[src/rtl/addsub_pkg.sv]
// rtl/addsub_pkg.sv - shared state and op encodings for the sequential adder/subtractor
package addsub_pkg;

    typedef enum logic [1:0] {
        IDLE = 2'd0,
        CALC = 2'd1,
        DONE = 2'd2
    } state_t;

    typedef enum logic {
        ADD = 1'b0,
        SUB = 1'b1
    } op_t;

endpackage

[src/rtl/add_chunk.sv]
// rtl/add_chunk.sv - combinational W-bit adder slice with carry in and carry out
module add_chunk #(
    parameter int W = 8
) (
    input  logic [W-1:0] a,
    input  logic [W-1:0] b,
    input  logic         cin,
    output logic [W-1:0] sum,
    output logic         cout
);

    assign {cout, sum} = {1'b0, a} + {1'b0, b} + {{W{1'b0}}, cin};

endmodule

[src/rtl/seq_addsub.sv]
// rtl/seq_addsub.sv - multi-cycle add/subtract, CHUNK bits per cycle, valid/ready on both sides
module seq_addsub
    import addsub_pkg::*;
#(
    parameter int WIDTH = 32,
    parameter int CHUNK = 8
) (
    input  logic             clk,
    input  logic             rst,
    input  logic             in_valid,
    output logic             in_ready,
    input  logic [WIDTH-1:0] a,
    input  logic [WIDTH-1:0] b,
    input  logic             sub,
    output logic             out_valid,
    input  logic             out_ready,
    output logic [WIDTH-1:0] out,
    output logic             out_c,
    output logic             out_overflow,
    output logic             out_zero
);

    localparam int NCHUNK = WIDTH / CHUNK;
    localparam int IDX_W  = (NCHUNK > 1) ? $clog2(NCHUNK) : 1;
    localparam logic [IDX_W-1:0] LAST_IDX = IDX_W'(NCHUNK - 1);

    generate
        if (CHUNK < 1 || (WIDTH % CHUNK) != 0) begin : g_bad_chunk
            $error("seq_addsub: CHUNK must be >= 1 and divide WIDTH");
        end
    endgenerate

    state_t             state_q, state_d;
    logic [WIDTH-1:0]   a_q, b_q;
    logic [IDX_W-1:0]   idx_q;
    logic               carry_q;
    logic [WIDTH-1:0]   out_q;
    logic               out_c_q, out_overflow_q, out_zero_q;

    logic [CHUNK-1:0]   a_chunk, b_chunk, sum_chunk;
    logic               cout_chunk;
    logic [WIDTH-1:0]   out_next;
    logic               last_chunk;

    // b_q already holds the inverted operand for subtraction, so the slice only ever adds
    always_comb begin
        a_chunk  = '0;
        b_chunk  = '0;
        out_next = out_q;
        for (int k = 0; k < NCHUNK; k++) begin
            if (idx_q == IDX_W'(k)) begin
                a_chunk = a_q[k*CHUNK +: CHUNK];
                b_chunk = b_q[k*CHUNK +: CHUNK];
                out_next[k*CHUNK +: CHUNK] = sum_chunk;
            end
        end
    end

    add_chunk #(.W(CHUNK)) u_add_chunk (
        .a    (a_chunk),
        .b    (b_chunk),
        .cin  (carry_q),
        .sum  (sum_chunk),
        .cout (cout_chunk)
    );

    assign last_chunk = (idx_q == LAST_IDX);

    always_ff @(posedge clk) begin
        if (rst) begin
            state_q <= IDLE;
        end else begin
            state_q <= state_d;
        end
    end

    always_comb begin
        state_d = state_q;
        case (state_q)
            IDLE:    if (in_valid)   state_d = CALC;
            CALC:    if (last_chunk) state_d = DONE;
            DONE:    if (out_ready)  state_d = IDLE;
            default:                 state_d = IDLE;
        endcase
    end

    always_ff @(posedge clk) begin
        if (rst) begin
            a_q            <= '0;
            b_q            <= '0;
            idx_q          <= '0;
            carry_q        <= 1'b0;
            out_q          <= '0;
            out_c_q        <= 1'b0;
            out_overflow_q <= 1'b0;
            out_zero_q     <= 1'b0;
        end else begin
            case (state_q)
                IDLE: begin
                    if (in_valid) begin
                        a_q     <= a;
                        b_q     <= (op_t'(sub) == SUB) ? ~b : b;
                        idx_q   <= '0;
                        carry_q <= sub;
                    end
                end
                CALC: begin
                    out_q   <= out_next;
                    carry_q <= cout_chunk;
                    idx_q   <= idx_q + IDX_W'(1);
                    if (last_chunk) begin
                        out_c_q        <= cout_chunk;
                        out_overflow_q <= (a_q[WIDTH-1] == b_q[WIDTH-1]) &&
                                          (sum_chunk[CHUNK-1] != a_q[WIDTH-1]);
                        out_zero_q     <= (out_next == '0);
                    end
                end
                default: ;
            endcase
        end
    end

    assign in_ready     = (state_q == IDLE);
    assign out_valid    = (state_q == DONE);
    assign out          = out_q;
    assign out_c        = out_c_q;
    assign out_overflow = out_overflow_q;
    assign out_zero     = out_zero_q;

endmodule

[config.mk]
export PLATFORM = sky130hd
export DESIGN_NAME = seq_addsub
export DESIGN_NICKNAME = d
export VERILOG_FILES = /design/src/rtl/addsub_pkg.sv /design/src/rtl/add_chunk.sv /design/src/rtl/seq_addsub.sv
export SDC_FILE = /design/constraint.sdc
export NUM_CORES = 1
export LEC_CHECK = 0
export CAP_MARGIN = 20
export CORE_MARGIN = 8
export CORE_UTILIZATION = 50
export CTS_CLUSTER_SIZE = 40
export DETAILED_ROUTE_END_ITERATION = 7
export PLACE_DENSITY = 0.81
export SLEW_MARGIN = 20
export SYNTH_ARGS = -nofsm -noshare
export SYNTH_HDL_FRONTEND = slang
export SYNTH_SLANG_ARGS = --single-unit
[constraint.sdc]
create_clock -name clk -period 3.86 [get_ports clk]
set_input_delay 0.579 -clock clk [delete_from_list [all_inputs] [get_ports clk]]
set_output_delay 0.579 -clock clk [all_outputs]
set_load 0.005 [all_outputs]
After elaboration in Yosys (flattened, before gate mapping). Index checks and enable logic that the tools add are counted.

Output and inout bits: 37. Word-level logic and storage cells: 53. Bits in registers: 104. Input port bits: 69.

Reduce and logical (&&, ||, !) cells: 9. Eq/ne operators: 10. Multiplexer cells: 21. Add/subtract/negate cells: 3. Bitwise gates (word level): 1.

Operators by type and width (count): 8-bit two-way mux (12); 32-bit zero test (1); 32-bit two-way mux (1); 32-bit inverter (1); 8-bit by 8-bit adder with 9-bit output (1); 9-bit by 1-bit adder with 9-bit output (1); 2-bit two-way mux (4); 2-bit == test (second input constant) (3); 2-bit case mux with 3 select lines (1); 2-bit AND reduction (3); 2-bit by 1-bit == test with 1-bit output (second input constant) (2); 2-bit zero test (2); 2-bit inequality test (second input constant) (2); 2-bit case mux with 2 select lines (1); 3-bit AND reduction (1); 2-bit by 1-bit adder with 2-bit output (second input constant) (1); 2-bit by 1-bit inequality test with 1-bit output (second input constant) (1); 1-bit case mux with 2 select lines (1); 2-bit nonzero test (1); 1-bit == test (1); 1-bit logical AND (1); 1-bit two-way mux (1); 1-bit inequality test (1).

Longest topological paths before layout. Gate-level depths: netlist of the first run.

Depth after elaboration: 9. Mapped depth: 17. Depth with buffers taken out: 16.

Cells and area by module. Synthesis of the first run repeated with hierarchy kept, for this count alone.

Cell total of the unflattened synthesis: 631. Area, all modules: 4989.8 µm².

By module, submodules not included: seq_addsub (cells an instance 591, sequential area each 2082.0 µm², area each 4658.2 µm², instances 1); add_chunk (cells an instance 40, sequential area each 0.0 µm², area each 331.6 µm², instances 1).

Least setup slack after synthesis of the first run. OpenSTA, ideal clock, no wires.

Kind: register -> register. Start: register idx_q[1]. End: register out_overflow_q, in the netlist out_overflow. Period minus slack after synthesis: 3494 ps. Data required time: 3781 ps. Cell stages (with the launch flop): 17. Buffers on the path: 2. Path slack: 366 ps. Library setup time: 79 ps. Arrival: 3415 ps. Cell sequence: dfxtp_1 -> inv_1 -> ha_1 -> clkbuf_1 -> clkbuf_1 -> nor2_1 -> a21oi_1 -> nor2_1 -> a21oi_1 -> o21ai_0 -> fa_1 -> a21o_1 -> and4_4 -> or4b_4 -> and3_4 -> o221a_1 -> a211oi_2.

Cells in the longest elaborated chain, start to end: 9. Elaborated cells between the ends (all ways): 17. Classes of those cells: add/sub (2); eq/ne (4); mux (8); reduce/logical (3).

Ends and longest elaborated chain: from (decl) (RTL line seq_addsub.sv:35) `logic [IDX_W-1:0] idx_q;`; from (signal assigned) (RTL line seq_addsub.sv:110) `idx_q <= idx_q + IDX_W'(1);`; 2-bit zero test (RTL line seq_addsub.sv:51) `if (idx_q == IDX_W'(k)) begin`; 8-bit two-way mux (4 in series) (RTL line seq_addsub.sv:51); 8-bit by 8-bit adder with 9-bit output (RTL line add_chunk.sv:12) `assign {cout, sum} = {1'b0, a} + {1'b0, b} + {{W{1'b0}}, cin};`; 9-bit by 1-bit adder with 9-bit output (RTL line add_chunk.sv:12); 1-bit inequality test (RTL line seq_addsub.sv:114) `(sum_chunk[CHUNK-1] != a_q[WIDTH-1]);`; 1-bit logical AND (RTL line seq_addsub.sv:113) `out_overflow_q <= (a_q[WIDTH-1] == b_q[WIDTH-1]) &&`; to (signal assigned) (RTL line seq_addsub.sv:113); to (decl) (RTL line seq_addsub.sv:38) `logic out_c_q, out_overflow_q, out_zero_q;`.

Several ways; a longest one is shown, not always the timed one. A chain may end at the register's enable or synchronous reset.

Worst setup path in the final report of the first run.
Start: register idx_q[1]. End: register out_zero_q, in the netlist out_zero.

Cells in the longest elaborated chain, start to end: 9. Elaborated cells between the ends (all ways): 20. Classes of those cells: add/sub (2); eq/ne (3); mux (12); reduce/logical (3).

Ends and longest elaborated chain: 2-bit zero test (RTL line seq_addsub.sv:51); 8-bit two-way mux (4 in series) (RTL line seq_addsub.sv:51); 8-bit by 8-bit adder with 9-bit output (RTL line add_chunk.sv:12); 9-bit by 1-bit adder with 9-bit output (RTL line add_chunk.sv:12); 8-bit two-way mux (RTL line seq_addsub.sv:51); 32-bit zero test (RTL line seq_addsub.sv:115) `out_zero_q <= (out_next == '0);`; to (signal assigned) (RTL line seq_addsub.sv:115); to (decl) (RTL line seq_addsub.sv:38).

Several ways; a longest one is shown, not always the timed one.

==> flow_summary.json, run 1 <==
{
  "outcome": "completed",
  "numPortBuffers": 105,
  "skew_ns": 0.0135,
  "setup_tns_ns": 0,
  "synth_area_sq_mm": 0.00499,
  "cts.sinks": 104,
  "fmaxAchievable_mhz": 285,
  "grt_usage": 0.195,
  "fin_crit_sh": 0.910,
  "max_cap_violations": 0,
  "antenna_cells": 0,
  "placed_area_sq_mm": 0.00612,
  "vias": 4676,
  "clock_latency_ns": 0.37,
  "dieArea_sq_mm": 0.0134,
  "cts_made_buffers": 9,
  "seq_area_frac_synth": 0.417,
  "critPathRequiredTime_ns": 4.15,
  "syn_avg_cell_area_sq_um": 7.51,
  "crit_fanout": 16,
  "synthToLayoutAreaGrowth_pct": 26.1,
  "fin_area_sq_mm": 0.00629,
  "ys_warn_count": 0,
  "die_w_um": 116,
  "ys_ff_latch": 104,
  "grt_max_degree": 70,
  "irDropWorstVdd_v": 0.000175,
  "h-tree-depth": 3,
  "dp_hpwl_mm": 9.90,
  "start_util": 0.513,
  "first_pass_iters": 5,
  "critPathLaunchType": "register",
  "drt_drc_violations_left": 0,
  "critPathArrivalTime_ns": 3.80,
  "ant_nets": 0,
  "die_y_um": 116,
  "nNetsFinal": 826,
  "hold_path.class": "reg2reg",
  "gp_congestion": 0.884,
  "synth.distinct_cells": 42,
  "fp-row-count": 36,
  "clk_path_buf_depth": 2,
  "crit_type": "reg2reg",
  "multi_input_area_sq_mm": 0.00271,
  "maxSlewViolCount": 0,
  "core_area_sq_mm": 0.00973,
  "syn_inst": 665,
  "power_density_mw_per_mm2": 370,
  "antenna_found_initial": 0,
  "rsz0062_at_grt": "false",
  "drtIter0Drc": 266,
  "post_drt_wl_per_cell_um": 15.0,
  "cts_tree": "done",
  "leakage_nw": 2.27,
  "via_per_inst": 5.30,
  "max_slew_margin": 0.321,
  "period_minus_slack_ns": 3.51,
  "synth_top_area_cell": "dfxtp_1",
  "drive_above_1_share": 0.0521,
  "nFillCells": 899,
  "grt-ovfl-total": 0,
  "path_clk_slew_ns": 0.09,
  "synth_area_leaders": "dfxtp_1, nand2_1, a21oi_1, nor2_1, xnor2_1",
  "cts_hold_buf": 0,
  "setup_viol": 0,
  "synth_fp_nets": 747,
  "grt_pass1_vias": 4430,
  "wl_mm": 13.2,
  "cts_root_buffer": "clkbuf_8",
  "pin_count": 106,
  "tightest_slew_ns": 1.02,
  "regArea_sq_mm": 0.00208,
  "final-hold-violation-count": 0,
  "yosysTopAreaCellShare": 0.417,
  "grt_pass1_wl_mm": 21.2,
  "cp-end-kind": "register"
}
timing repair:
action,in CTS,in global routing
gates resized for setup,0,3
setup endpoints to repair,0,9
buffers inserted,0,0
worst max-delay path, stage by stage, from the launching register on:
cell	delay, ns
dfxtp_1	0.35
inv_1	0.11
ha_2	0.36
nor2_1	0.09
a21oi_1	0.16
nor2_1	0.06
a21oi_1	0.12
o21ai_0	0.12
fa_1	0.47
fa_1	0.44
a211oi_1	0.32
nor2_1	0.09
o21ai_1	0.12
a22oi_1	0.09
nor4_1	0.32
a2bb2oi_1	0.21
metrics by stage:
stage | total power, W | setup slack, ns | util | instances | hold WS, ns
5_1_grt | 0.00245 | 0.0143 | 0.647 | 882 | 0.487
2_1_floorplan | 0.00153 | 0.366 | - | 665 | 0.437
3_3_place_gp | 0.00173 | 0.431 | 0.629 | 866 | 0.443
6_report | 0.00233 | 0.346 | 0.647 | 882 | 0.461
4_1_cts | 0.00233 | 0.259 | 0.646 | 882 | 0.462
3_5_place_dp | 0.00174 | 0.301 | 0.629 | 866 | 0.448
where the power goes:
part	total [W]	leakage (nW)	switching (W)	internal, W
sequential	0.00118	0.852	0.0000426	0.00114
combinational	0.000539	1.35	0.000295	0.000244
clock	0.000607	0.0728	0.000370	0.000237
cell type report:
type                    instances  area share
multi-input cells             506       0.431
flip-flops and latches        104       0.331
inverters                       6     0.00358
repair buffers                117       0.182
well taps                     133      0.0264
clock buffers                  12      0.0215
clock inverters                 4     0.00497
path summary, 6_finish.rpt:
kind / startpoint / endpoint / slack, ns / depth (start not counted)
worst max register to register: idx_q[1]$_SDFFE_PP0P_ / out_zero$_SDFFE_PP0P_ / 0.35 / 15
worst min register to register: a_q[22]$_SDFFE_PP0P_ / a_q[22]$_SDFFE_PP0P_ / 0.46 / 2
worst max-delay path: idx_q[1]$_SDFFE_PP0P_ / out_zero$_SDFFE_PP0P_ / 0.35 / 15
worst min-delay path: a_q[22]$_SDFFE_PP0P_ / a_q[22]$_SDFFE_PP0P_ / 0.46 / 2
sequential cells by signal, summed over array words and instances, names as in the netlist:
register / cells
idx_q: 2
b_q: 32
out_c: 1
out_zero: 1
a_q: 32
state_q: 2
out: 32
out_overflow: 1
carry_q: 1
synth_stat cells:
master     instances
or4_1              2
o21ai_0           14
a211oi_2           1
and3_4             1
o21a_1             1
buf_1              7
a211oi_1          41
nand2_1          151
inv_1              5
dfxtp_1          104
nor2_1            88
ha_1              11
o31a_1             1
or3_1              1
nor3_1             7
a221oi_1           1
nand3b_1           1
a22oi_1            2
xnor2_1           36
nand2b_1           2
or4b_4             1
inv_2              1
o221a_1            1
o2111ai_1          1
nor4_1             7
nor2_2             1
nor2b_1            4
nor3b_1            1
nand3_1            1
o32a_1             1
o21bai_1           2
and2_1             5
o21ai_1            8
o22ai_1            1
a2bb2oi_1          1
a21o_1             2
a21oi_2            1
clkbuf_1          42
a21oi_1          103
and4_4             1
mux2_2             1
fa_1               2
cell families (layout without fill, tap and decap cells):
group                      Yosys count  after routing  share of synthesized area
DFF                                104            104                      0.417
AOI/OAI and AO/OA                  182            182                      0.214
muxes                                1              1                    0.00226
xor gates and xnor gates            36             36                     0.0632
buffers and inverters               55            139                     0.0414
and+or+nand+nor                    274            274                      0.226
adders and majority gates           13             13                     0.0356
layer usage:
| layer | vias to the layer above | global-route usage | routed length (um) |
|---|---|---|---|
| li1 | 2403 | - | - |
| met4 | 0 | 0.0666 | 242 |
| met1 | 2136 | 0.232 | 5710 |
| met3 | 21 | 0.0412 | 684 |
| met5 | - | 0 | 0 |
| met2 | 116 | 0.341 | 6550 |
cells in the final DEF (no fill, tap or decap), types with 9 or more instances in the layout:
| master | count |
|---|---|
| buf_4 | 12 |
| xnor2_1 | 36 |
| a21oi_1 | 103 |
| nand2_1 | 151 |
| nor2_1 | 88 |
| a211oi_1 | 41 |
| dfxtp_1 | 104 |
| clkbuf_8 | 9 |
| clkdlybuf4s50_1 | 103 |
| o21ai_0 | 14 |
(Power assumes the default switching activity.)
==> inputs of run 2 (changes only) <==
--- a/config.mk
+++ b/config.mk
@@ -6,7 +6,6 @@
 export NUM_CORES = 1
 export LEC_CHECK = 0
 export CAP_MARGIN = 20
-export CORE_MARGIN = 8
 export CORE_UTILIZATION = 50
 export CTS_CLUSTER_SIZE = 40
 export DETAILED_ROUTE_END_ITERATION = 7
==> run 2 against run 1 <==
  * Via count increased by 0.56%
  * Highest routed layer unchanged
  * Non-clock buffer count increased by 4
  * Sequential share of layout area decreased by 0.23 points
  * Largest cell class unchanged
  * Worst setup slack gained 0.029 ns
  * Critical path type unchanged
  * Clock power increased by 2%
==> flow_summary.json, run 2 (synthesis results as in run 1) <==
{
  "grt_pass1_wl_mm": 20.0,
  "leakage_nw": 2.31,
  "die_w_um": 102,
  "cts_made_buffers": 9,
  "cp-end-kind": "register",
  "clock_latency_ns": 0.36,
  "path_clk_slew_ns": 0.10,
  "instances_no_fill": 886,
  "critPathLaunchType": "register",
  "critPathArrivalTime_ns": 3.72,
  "drt_drc_violations_left": 0,
  "critPathMaxStageDelay_ns": 0.52,
  "whs_ns": 0.461,
  "cp_slowest_cell": "or4b_4",
  "cts_tree": "done",
  "h-tree-depth": 3,
  "synthToLayoutAreaGrowth_pct": 27.0,
  "fin_crit_sh": 0.903,
  "outcome": "completed",
  "max_cap_violations": 0,
  "hold_path.class": "reg2reg",
  "post_drt_wl_per_cell_um": 13.7,
  "cts_hold_buf": 0,
  "skew_ns": 0.0140,
  "grt_max_degree": 61,
  "ant_nets": 0,
  "layout_common_cells": "nand2_1, dfxtp_1, a21oi_1, clkdlybuf4s50_1, nor2_1",
  "start_util": 0.513,
  "nNetsFinal": 830,
  "antenna_cells": 0,
  "numPortBuffers": 105,
  "wl_met2_mm": 6.00,
  "pin_count": 106,
  "max_slew_margin": 0.314,
  "clk_path_buf_depth": 2,
  "final_common_cell": "nand2_1",
  "grt_usage": 0.244,
  "gp_congestion": 0.908,
  "cts_root_buffer": "clkbuf_8",
  "vias": 4702,
  "grt-ovfl-total": 0,
  "first_pass_iters": 5,
  "setup_tns_ns": 0,
  "drtIter0Drc": 162,
  "cts.sinks": 104,
  "irDropWorstVdd_v": 0.000240,
  "power_density_mw_per_mm2": 370,
  "placed_cells": 870,
  "met1Wirelength_mm": 5.34,
  "crit_type": "reg2reg",
  "period_minus_slack_ns": 3.48,
  "final-hold-violation-count": 0,
  "critPathRequiredTime_ns": 4.10,
  "dieArea_sq_mm": 0.0104,
  "die_y_um": 102,
  "tightest_slew_ns": 1.03,
  "wl_mm": 12.2,
  "rsz0062_at_grt": "false",
  "placed_area_sq_mm": 0.00615,
  "via_per_inst": 5.31,
  "cp_cell_sequence": "inv_1 > ha_1 > nand2_1 > nor2_1 > a21oi_1 > nor2_1 > a21oi_1 > o21ai_0 > fa_1 > a21o_1 > and4_4 > or4b_4 > and3_4 > nor2_2 > a211oi_1",
  "antenna_found_initial": 0,
  "maxSlewViolCount": 0,
  "core_area_sq_mm": 0.00973,
  "fin_area_sq_mm": 0.00634,
  "setup_viol": 0,
  "drive_above_1_share": 0.0598,
  "crit_fanout": 10,
  "routed.top_layer": "met4",
  "grt_pass1_vias": 4431,
  "dr_wl_met3_um": 612,
  "fp-row-count": 36,
  "fmaxAchievable_mhz": 287,
  "dp_hpwl_mm": 9.18
}
run 2: cell types whose count changed in the layout (fill, tap and decap cells not counted), sizes merged:
cell and delta:
clkinv +2, inv +2, buf +4, clkinvlp -1, clkbuf -3
run 2: layout make-up:
cell class,count,area (sq um)
Timing Repair Buffer,121,1180
Multi-Input combinational cell,506,2710
Clock inverter,7,55.1
Sequential cell,104,2080
Clock buffer,9,124
Inverter,6,22.5
Fill cell,854,3390
Tap cell,133,166
run 2: what timing repair did:
action / 4_1_cts / 5_1_grt
setup endpoints to repair: 0 / 5
buffers inserted: 0 / 0
gates resized for setup: 0 / 3
run 2: critical path: cells and delay by family, from the launching register on:
family                     cells  cell delay [ns]
buffers and inverters          1             0.10
DFF                            1             0.38
AOI/OAI and AO/OA              5             0.72
adders and majority gates      2             0.80
and+or+nand+nor                7             1.36
run 2: path summary, 6_finish.rpt:
check	from	end	slack [ns]	depth (start not counted)
min	a_q[28]$_SDFFE_PP0P_	a_q[28]$_SDFFE_PP0P_	0.46	2
min reg2reg	a_q[28]$_SDFFE_PP0P_	a_q[28]$_SDFFE_PP0P_	0.46	2
max reg2reg	idx_q[0]$_SDFFE_PP0P_	out[7]$_SDFFE_PP0P_	0.38	15
max	idx_q[0]$_SDFFE_PP0P_	out[7]$_SDFFE_PP0P_	0.38	15
run 2: per-layer routing:
metal,up-vias,track usage
li1,2410,-
met1,2138,0.309
met2,136,0.422
met3,18,0.0383
met4,0,0.0835
met5,-,0
run 2: through the flow:
| step | util | setup slack, ns | power (W) |
|---|---|---|---|
| 4_1_cts | 0.650 | 0.355 | 0.00235 |
| 3_3_place_gp | 0.632 | 0.479 | 0.00173 |
| 6_report | 0.651 | 0.375 | 0.00234 |
| 2_1_floorplan | - | 0.366 | 0.00153 |
| 3_5_place_dp | 0.632 | 0.384 | 0.00174 |
| 5_1_grt | 0.651 | 0.0176 | 0.00247 |
run 2: power by group:
part / total, W / switching (W) / internal [W]
Clock: 0.000621 / 0.000381 / 0.000240
Combinational: 0.000544 / 0.000296 / 0.000248
Sequential: 0.00118 / 0.0000418 / 0.00114
Total: 0.00234 / 0.000718 / 0.00163
==> inputs of run 3 (changes only) <==
--- a/config.mk
+++ b/config.mk
@@ -7,10 +7,12 @@
 export LEC_CHECK = 0
 export CAP_MARGIN = 20
 export CORE_UTILIZATION = 50
+export CTS_CLUSTER_DIAMETER = 120
 export CTS_CLUSTER_SIZE = 40
 export DETAILED_ROUTE_END_ITERATION = 7
 export PLACE_DENSITY = 0.81
 export SLEW_MARGIN = 20
 export SYNTH_ARGS = -nofsm -noshare
 export SYNTH_HDL_FRONTEND = slang
+export SYNTH_HIERARCHICAL = 1
 export SYNTH_SLANG_ARGS = --single-unit
==> run 3 against run 2 <==
  * Die area hardly changed
  * Global-route usage rose by 1.5 points
  * Clock skew fell by 0.00061 ns
  * Sequential share of layout area shrank 1.6 points
  * Via count rose by 2.2%
  * Hold slack about the same
  * First-iteration DRC count grew 67%
  * Clock power is 4.8% higher
  * Register-to-register slack got worse by 0.27 ns
  * Sequential cell count unchanged
  * Sequential power is essentially flat
  * Critical path type unchanged
  * Largest power group unchanged
==> flow_summary.json, run 3 <==
{
  "start_util": 0.513,
  "period_minus_slack_ns": 3.75,
  "crit_start": "idx_q[0]$_SDFFE_PP0P_",
  "placed_cells": 848,
  "skew_ns": 0.0134,
  "synth_area_sq_mm": 0.00499,
  "drt_drc_violations_left": 0,
  "synthArstFlopShare": 0,
  "clk_path_buf_depth": 2,
  "fin_crit_sh": 0.973,
  "max_slew_margin": 0.298,
  "post-synth-top-count-cell": "nand2_1",
  "clock_latency_ns": 0.38,
  "outcome": "completed",
  "critPathArrivalTime_ns": 4.07,
  "final_common_cell": "nand2_1",
  "grt_pass1_wl_mm": 20.8,
  "antenna_cells": 0,
  "ys_ff_latch": 104,
  "critPathLaunchType": "register",
  "crit_type": "reg2reg",
  "seq_area_frac_synth": 0.417,
  "post_drt_wl_per_cell_um": 15.1,
  "synth.distinct_cells": 40,
  "syn_avg_cell_area_sq_um": 7.91,
  "die_w_um": 102,
  "setup_tns_ns": 0,
  "final-hold-violation-count": 0,
  "maxSlewViolCount": 0,
  "hold_start": "out[24]$_SDFFE_PP0N_",
  "path_clk_slew_ns": 0.10,
  "regArea_sq_mm": 0.00209,
  "whs_ns": 0.461,
  "rr_startpoint": "idx_q[0]$_SDFFE_PP0P_",
  "grt_usage": 0.258,
  "grt_pass1_vias": 4541,
  "ant_nets": 0,
  "dieArea_sq_mm": 0.0104,
  "syn_inst": 631,
  "first_pass_iters": 5,
  "synth_commonest_cells": "nand2_1, dfxtp_1, a21oi_1",
  "power_w": 0.00251,
  "cts_made_buffers": 9,
  "cp-end-kind": "register",
  "nNetsFinal": 820,
  "grt_max_degree": 105,
  "drive_above_1_share": 0.117,
  "critPathRequiredTime_ns": 4.18,
  "antenna_found_initial": 0,
  "crit_fanout": 7,
  "dp_hpwl_mm": 9.74,
  "ys_warn_count": 6,
  "instances_no_fill": 876,
  "tightest_slew_ns": 1.05,
  "fmaxAchievable_mhz": 266,
  "max_cap_violations": 0,
  "fp-row-count": 36,
  "synth_top_area_cell": "dfxtp_1",
  "synthToLayoutAreaGrowth_pct": 33.9,
  "vias": 4807,
  "gp_congestion": 0.982,
  "wl_mm": 13.3,
  "cts.sinks": 104,
  "synth_fp_nets": 713,
  "multi_input_area_sq_mm": 0.00281,
  "via_per_inst": 5.49,
  "synth_edf_count": 0,
  "h-tree-depth": 3,
  "yosysTopAreaCellShare": 0.417,
  "numPortBuffers": 105,
  "leakage_nw": 2.57,
  "pin_count": 106,
  "grt-ovfl-total": 0,
  "fin_util": 0.687,
  "power_density_mw_per_mm2": 376,
  "layout_common_cells": "nand2_1, clkdlybuf4s50_1, dfxtp_1",
  "setup_viol": 0,
  "core_area_sq_mm": 0.00973,
  "synth-main-ff-cell": "dfxtp_1",
  "cts_root_buffer": "clkbuf_8",
  "irDropWorstVdd_v": 0.000196,
  "synth_area_leaders": "dfxtp_1, nand2_1, a21oi_1, xnor2_1, nor2_1",
  "die_y_um": 102,
  "reg2reg_setup_slack_ns": 0.11,
  "hold_path.class": "reg2reg",
  "nFillCells": 826,
  "cts_tree": "done",
  "drtIter0Drc": 270
}
run 3: where the power goes:
| part | internal (W) | switching, W |
|---|---|---|
| combinational | 0.000342 | 0.000339 |
| sequential | 0.00114 | 0.0000451 |
| clock | 0.000249 | 0.000401 |
run 3: kinds of logic (layout without fill, tap and decap cells):
kind of cell    count (synthesis)  count (layout)  share of synthesized area
compound gates                156             156                      0.183
simple gates                  246             246                      0.217
fa+ha+maj                      13              13                     0.0356
buf+inv                        55             167                     0.0424
xor+xnor                       36              36                     0.0632
flops                         104             104                      0.417
mux                            21              21                     0.0421
run 3: stage by stage:
stage | instance area [sq um] | setup slack, ns
after CTS | 6440 | 0.00165
after detailed placement | 6250 | -0.0578
after global placement | 6250 | 0.0764
after floorplan | 5010 | 0.00238
after global routing | 6680 | -0.0481
final | 6680 | 0.105
run 3: repair_timing:
item / 4_1_cts / 5_1_grt
hold buffers: 0 / 0
resized for setup: 5 / 38
pin swaps: 1 / 28
buffers inserted: 0 / 10
cloned: 0 / 2
setup endpoints to repair: 1 / 1
run 3: path summary, 6_finish.rpt:
path,cells after the start,endpoint
worst max-delay path,17,out_zero$_SDFFE_PP0P_
worst max register to register,17,out_zero$_SDFFE_PP0P_
worst min register to register,2,out[24]$_SDFFE_PP0N_
worst min-delay path,2,out[24]$_SDFFE_PP0N_
run 3: final cells by class:
cell class	instances	share of cell area
Multi-Input combinational cell	472	0.420
Sequential cell	104	0.313
Timing Repair Buffer	144	0.210
Tap cell	133	0.0249
Clock buffer	9	0.0185
Clock inverter	7	0.00936
Inverter	7	0.00431
run 3: metal layers:
layer | part of all wire | vias to the layer above | track usage
met2 | 0.50 | 165 | 0.459
met3 | 0.046 | 28 | 0.0383
li1 | - | 2368 | -
met4 | 0.026 | 0 | 0.115
met1 | 0.42 | 2246 | 0.309
met5 | 0 | - | 0
run 3: critical path, stage by stage (launching register included):
cell      delay [ns]
dfxtp_4         0.38
buf_6           0.10
ha_4            0.20
buf_8           0.13
nand3b_1        0.10
a21oi_1         0.07
a21oi_1         0.17
o21ai_2         0.10
fa_2            0.39
fa_2            0.39
a21oi_2         0.16
o21bai_1        0.10
xor2_1          0.18
nor2_1          0.16
a32oi_1         0.07
or4_1           0.46
or4_1           0.47
nand2_1         0.07
